===== src/rtl/crtc_preset_loader.sv =====
// Loads one of four built-in R0-R15 register sets into the UM6845R over its host port,
// yielding to CPU traffic and restoring the CPU's register index afterwards.
// Optional build macro: CRTC_PRESET_LOCK_EN (block CPU writes while a load is busy).
module crtc_preset_loader (
  input  logic       CLOCK,
  input  logic       nRESET,
  input  logic       preset_req,
  input  logic [1:0] preset_sel,
  output logic       preset_busy,
  output logic       preset_done,
  input  logic       cpu_en,
  input  logic       cpu_ncs,
  input  logic       cpu_rnw,
  input  logic       cpu_rs,
  input  logic [7:0] cpu_di,
  output logic [7:0] cpu_do,
  output logic       crtc_enable,
  output logic       crtc_ncs,
  output logic       crtc_rnw,
  output logic       crtc_rs,
  output logic [7:0] crtc_di,
  input  logic [7:0] crtc_do
);

  typedef enum logic [2:0] {IDLE, SEL, DAT, RESTORE, DONE} state_t;

  state_t     state, state_nxt;
  logic [3:0] idx, idx_nxt;
  logic [1:0] psel, psel_nxt;
  logic [4:0] sh;

  logic       cpu_strobe;
  logic       cpu_sel_wr;
  logic       cpu_fwd;
  logic       busy_int;
  logic       ld_drive;
  logic       ld_rs;
  logic [7:0] ld_di;
  logic       done_int;

  assign cpu_strobe = cpu_en & ~cpu_ncs;
  assign cpu_sel_wr = cpu_strobe & ~cpu_rnw & ~cpu_rs;
  assign busy_int   = (state == SEL) || (state == DAT) || (state == RESTORE);

  // cpu_fwd marks a CPU access that actually reaches the CRTC; only those stall the loader.
`ifdef CRTC_PRESET_LOCK_EN
  assign cpu_fwd = cpu_strobe & ~(busy_int & ~cpu_rnw);
`else
  assign cpu_fwd = cpu_strobe;
`endif

  function automatic logic [7:0] rom_value(input logic [1:0] p, input logic [3:0] r);
    logic [7:0] v;
    v = 8'd0;
    case (r)
      4'd0:  v = 8'd63;
      4'd1:  v = (p == 2'd2) ? 8'd48 : (p == 2'd3) ? 8'd32 : 8'd40;
      4'd2:  v = (p == 2'd2) ? 8'd50 : (p == 2'd3) ? 8'd42 : 8'd46;
      4'd3:  v = 8'h8E;
      4'd4:  v = (p == 2'd1) ? 8'd31 : 8'd38;
      4'd6:  v = (p == 2'd2) ? 8'd35 : (p == 2'd3) ? 8'd32 : 8'd25;
      4'd7:  begin
        case (p)
          2'd0:    v = 8'd30;
          2'd1:    v = 8'd28;
          2'd2:    v = 8'd35;
          default: v = 8'd34;
        endcase
      end
      4'd9:  v = 8'd7;
      4'd12: v = (p == 2'd2) ? 8'h0C : 8'h30;
      default: v = 8'd0;
    endcase
    return v;
  endfunction

  always_ff @(posedge CLOCK) begin
    if (!nRESET) begin
      state <= IDLE;
      idx   <= 4'd0;
      psel  <= 2'd0;
      sh    <= 5'd0;
    end else begin
      state <= state_nxt;
      idx   <= idx_nxt;
      psel  <= psel_nxt;
      if (cpu_sel_wr)
        sh <= cpu_di[4:0];
    end
  end

  always_comb begin
    state_nxt = state;
    idx_nxt   = idx;
    psel_nxt  = psel;
    ld_drive  = 1'b0;
    ld_rs     = 1'b0;
    ld_di     = 8'd0;
    done_int  = 1'b0;
    unique case (state)
      IDLE: begin
        if (preset_req) begin
          psel_nxt  = preset_sel;
          idx_nxt   = 4'd0;
          state_nxt = SEL;
        end
      end
      SEL: begin
        if (!cpu_fwd) begin
          ld_drive  = 1'b1;
          ld_di     = {4'b0000, idx};
          state_nxt = DAT;
        end
      end
      DAT: begin
        if (!cpu_fwd) begin
          ld_drive = 1'b1;
          ld_rs    = 1'b1;
          ld_di    = rom_value(psel, idx);
          if (idx == 4'd15) begin
            state_nxt = RESTORE;
          end else begin
            idx_nxt   = idx + 4'd1;
            state_nxt = SEL;
          end
        end else if (cpu_sel_wr) begin
          // The CPU moved the CRTC index under us; reselect before writing data.
          state_nxt = SEL;
        end
      end
      RESTORE: begin
        if (!cpu_fwd) begin
          ld_drive  = 1'b1;
          ld_di     = {3'b000, sh};
          state_nxt = DONE;
        end
      end
      DONE: begin
        done_int  = 1'b1;
        state_nxt = IDLE;
      end
      default: state_nxt = IDLE;
    endcase
  end

  assign preset_busy = busy_int & nRESET;
  assign preset_done = done_int & nRESET;

  // Reset blanks the loader drive immediately so an aborted load issues nothing further.
  always_comb begin
    crtc_enable = 1'b0;
    crtc_ncs    = 1'b1;
    crtc_rnw    = 1'b1;
    crtc_rs     = 1'b0;
    crtc_di     = 8'd0;
    if (cpu_fwd) begin
      crtc_enable = cpu_en;
      crtc_ncs    = cpu_ncs;
      crtc_rnw    = cpu_rnw;
      crtc_rs     = cpu_rs;
      crtc_di     = cpu_di;
    end else if (ld_drive && nRESET) begin
      crtc_enable = 1'b1;
      crtc_ncs    = 1'b0;
      crtc_rnw    = 1'b0;
      crtc_rs     = ld_rs;
      crtc_di     = ld_di;
    end
  end

  assign cpu_do = crtc_do;

endmodule


===== config.mk =====
export PLATFORM = sky130hd
export DESIGN_NAME = crtc_preset_loader
export DESIGN_NICKNAME = d
export VERILOG_FILES = /design/src/rtl/crtc_preset_loader.sv
export SDC_FILE = /design/constraint.sdc
export NUM_CORES = 1
export LEC_CHECK = 0
export BUFFER_PORTS_ARGS = -buffer_cell sky130_fd_sc_hd__buf_2
export CAP_MARGIN = 5
export CORE_MARGIN = 3
export CORE_UTILIZATION = 45
export CTS_BUF_LIST = sky130_fd_sc_hd__clkbuf_16
export DETAILED_ROUTE_END_ITERATION = 12
export PLACE_DENSITY_LB_ADDON = 0.15
export SLEW_MARGIN = 10
export SYNTH_ARGS = -nofsm -noshare
export SYNTH_HDL_FRONTEND = slang
export SYNTH_SLANG_ARGS = --single-unit

===== constraint.sdc =====
create_clock -name CLOCK -period 1.6 [get_ports CLOCK]
set_clock_uncertainty 0.15 [all_clocks]
set_input_delay 0.16 -clock CLOCK [delete_from_list [all_inputs] [get_ports CLOCK]]
set_output_delay 0.16 -clock CLOCK [all_outputs]
set_load 0.03 [all_outputs]

==> run_results.csv <==
group,metric,value,unit
clock_tree,cts_buffer_depth,2,
synth,synthCells,168,
synth,synthFlopType,"dfxtp_1",
routing,wl,4.09,mm
layout,syn_to_final_growth,57.4,%
clock_tree,cts_tree,"built",
outcome,violations,"setup timing",
sta,setup_viol,10,
worst_setup_path,critPathArrivalTime,1.77,ns
layout,drive_above_1_share,53.2,%
placed_design,io_buffers,30,
worst_setup_path,crit_type,"reg -> out",
floorplan,rows,18,
sta,drv_slew,0,
global_routing,grt_overflow,0,
clock_tree,postCtsHoldBufs,0,
clock_tree,cts.clk_slew.worst_paths,0.05,ns
synth,syn_avg_cell_area,7.78,um2
hold_path,min_from,"preset_sel[0]",
outcome,outcome,"complete, but fails checks",
clock_tree,clock-sinks,14,
pwr,power_density,633,nW/um2
floorplan,core-area,2610,um2
worst_setup_path,startpoint_type,"flop",
worst_setup_path,cp-end-kind,"output port",
pwr,finalPower,1.30,mW
global_routing,grt_max_degree,12,
flow_run,max_cap_viol_count,0,
sta,worst_slack,-0.475,ns
routing,routed-via-count,1414,
layout,fin_nets,249,
worst_setup_path,crit_required,1.29,ns
hold_path,hp-class,"in -> reg",
global_routing,antenna_found_initial,0,
clock_tree,cts_max_level,1,
synth,synthesis.nets,198,
synth,yosysWarnings,0,
sta,max_freq,482,MHz
worst_setup_path,reg2reg_depth,6,
sta,slew_headroom,74.7,%
worst_setup_path,crit_path_top_delay_cell,"dfxtp_4",
global_routing,grt_pass1_vias,1356,
placed_design,place.gp.congestion,0.962,
hold_path,whs_endpoint,"psel[0]$_SDFFE_PN0P_",
synth,synth_enable_flop_cells,0,
floorplan,die_area,3590,um2
pwr,p_leak,0.802,nW
hold_path,holdPathStages,3,
sta,finalHoldViolCount,0,
sta,fin_crit,2.08,ns
routing,wire_per_inst,16.5,um
layout,antenna_cells,0,
worst_setup_path,r2r_setup_slack,-0.13,ns
synth,synth_seq_area_share,21.5,%
synth,async_flop_share,0,%
routing,dr.pass1.iters,4,
pwr,max-vdd-ir-drop,604,uV
routing,drc,0,
worst_setup_path,crit_chain,"inv_6 -> ha_4 -> nor3_2 -> o211ai_1 -> nand2_4 -> o221ai_4 -> buf_6",
clock_tree,cts_root_buf,"clkbuf_16",
placed_design,hpwl,2.97,mm
worst_setup_path,slowest_delay,0.37,ns
floorplan,dieHeight,59.9,um
worst_setup_path,r2r_end,"idx[3]$_SDFFE_PN0P_",
global_routing,track_usage,24.1,%
layout,mostFrequentLayoutCell,"buf_4",
floorplan,start_util,50.0,%
worst_setup_path,path_max_fanout,7,
placed_design,place_inst,242,
routing,drt_iter0_markers,61,
synth,synth-seq-cells,14,
layout,final_cell_mix,"37 x buf_4, 19 x buf_2, 11 x nand2_1, 11 x mux2i_1, 10 x nor2b_1",
global_routing,grt_pass1_wl,6.50,mm
clock_tree,insertion_delay,0.24,ns
floorplan,io_pins,47,
layout,fillers,177,
worst_setup_path,r2r_start,"idx[0]$_SDFFE_PN0P_",
layout,final_cells,248,
sta,worst_pin_slew,0.378,ns
sta,fin_setup_tns,-3.05,ns
sta,post-route-period-util,130,%
sta,rsz0062_at_grt,"yes",
routing,viasPerCell,5.70,
synth,synth.distinct_cells,43,
synth,syn_area,1310,um2
routing,drtAntennaViolNets,0,
clock_tree,numCtsBuffers,3,
floorplan,die_w,59.9,um
==> registers in the layout, summed over array words and instances (netlist names) <==
| register | count |
|---|---|
| idx | 4 |
| sh | 5 |
| psel | 2 |
| state | 3 |
==> worst max-delay path: cells and delay by family, from the launching register on <==
family          cells  cell delay (ns)
buf+inv             2             0.24
fa+ha+maj           1             0.20
simple gates        2             0.24
flops               1             0.37
compound gates      2             0.47
==> synthesized netlist by cell type, types with 2 or more instances <==
| master | n | share of area (%) |
|---|---|---|
| nor3_1 | 5 | 1.9 |
| o221ai_1 | 5 | 3.4 |
| a211oi_1 | 4 | 2.3 |
| or3_1 | 2 | 0.96 |
| nand2_1 | 11 | 3.2 |
| o31ai_1 | 2 | 1.1 |
| nor2b_1 | 11 | 5.3 |
| dfxtp_1 | 14 | 21 |
| ha_1 | 5 | 4.8 |
| buf_2 | 8 | 3.1 |
| buf_4 | 9 | 5.2 |
| nand3b_1 | 2 | 1.1 |
| o211ai_1 | 2 | 1.1 |
| nand2b_1 | 8 | 3.8 |
| inv_1 | 8 | 2.3 |
| o21ai_0 | 10 | 3.8 |
| nor2_1 | 13 | 3.7 |
| a21oi_1 | 10 | 3.8 |
| and3_1 | 2 | 0.96 |
| clkbuf_1 | 2 | 0.57 |
| mux2i_1 | 11 | 8.4 |
| nand3_1 | 3 | 1.1 |
==> power by group <==
| group | leakage [nW] | switching (mW) | internal (mW) |
|---|---|---|---|
| registers | 0.118 | 0.0211 | 0.360 |
| logic | 0.646 | 0.238 | 0.205 |
| clock network | 0.0385 | 0.147 | 0.331 |
| total | 0.802 | 0.406 | 0.895 |
==> metal layers <==
metal  track usage [%]  routed length [um]  vias up
met3              4.32                 186       14
met4              9.49                  91        0
met5                 0                   0        -
li1                  -                   -      695
met2              42.0                2100       51
met1              28.9                1710      654
==> logic make-up after synthesis <==
| kind of cell | synth area share (%) |
|---|---|
| compound gates | 22.9 |
| xor+xnor | 0.671 |
| fa+ha+maj | 4.79 |
| buf+inv | 12.0 |
| flops | 21.5 |
| mux | 8.43 |
| simple gates | 29.8 |
==> worst max path at each step <==
stage               slack (ns)  depth (start not counted)    endpoint                 from
finish                   -0.48                          7  crtc_di[3]  idx[0]$_SDFFE_PN0P_
global route             -0.55                          6  crtc_di[3]  idx[1]$_SDFFE_PN0P_
CTS                      -0.49                          6  crtc_di[4]  idx[0]$_SDFFE_PN0P_
detailed placement       -0.32                          6  crtc_di[4]  idx[1]$_SDFFE_PN0P_
global placement         -0.28                          7  crtc_di[3]  idx[1]$_SDFFE_PN0P_
floorplan                -0.19                          7  crtc_di[4]  idx[0]$_SDFFE_PN0P_
==> cell type report <==
| cell class | count | area [um2] | area share, % |
|---|---|---|---|
| multi-input combinational | 126 | 1100 | 53.6 |
| timing repair buffer | 66 | 503 | 24.5 |
| sequential | 14 | 298 | 14.5 |
| clock buffer | 3 | 75.1 | 3.65 |
| inverter | 8 | 37.5 | 1.83 |
| tap | 30 | 37.5 | 1.83 |
| clock inverter | 1 | 3.75 | 0.183 |
==> repair_timing <==
action,4_1_cts,5_1_grt
gates resized for setup,33,18
setup buffers,1,1
setup endpoints to repair,16,17
pin swaps,9,5
hold endpoints to repair,0,0
==> through the flow <==
| step | area, um2 | utilization [%] | setup slack, ns | hold WS [ns] |
|---|---|---|---|---|
| 5_1_grt | 2060 | 78.7 | -0.552 | 0.0571 |
| 3_3_place_gp | 1810 | 69.1 | -0.282 | 0.170 |
| 4_1_cts | 1990 | 76.1 | -0.489 | 0.0294 |
| 2_1_floorplan | 1480 | - | -0.194 | 0.170 |
| 3_5_place_dp | 1810 | 69.1 | -0.316 | 0.170 |
| 6_report | 2060 | 78.7 | -0.475 | 0.0260 |
No activity file was read; power rests on OpenSTA's default activity.
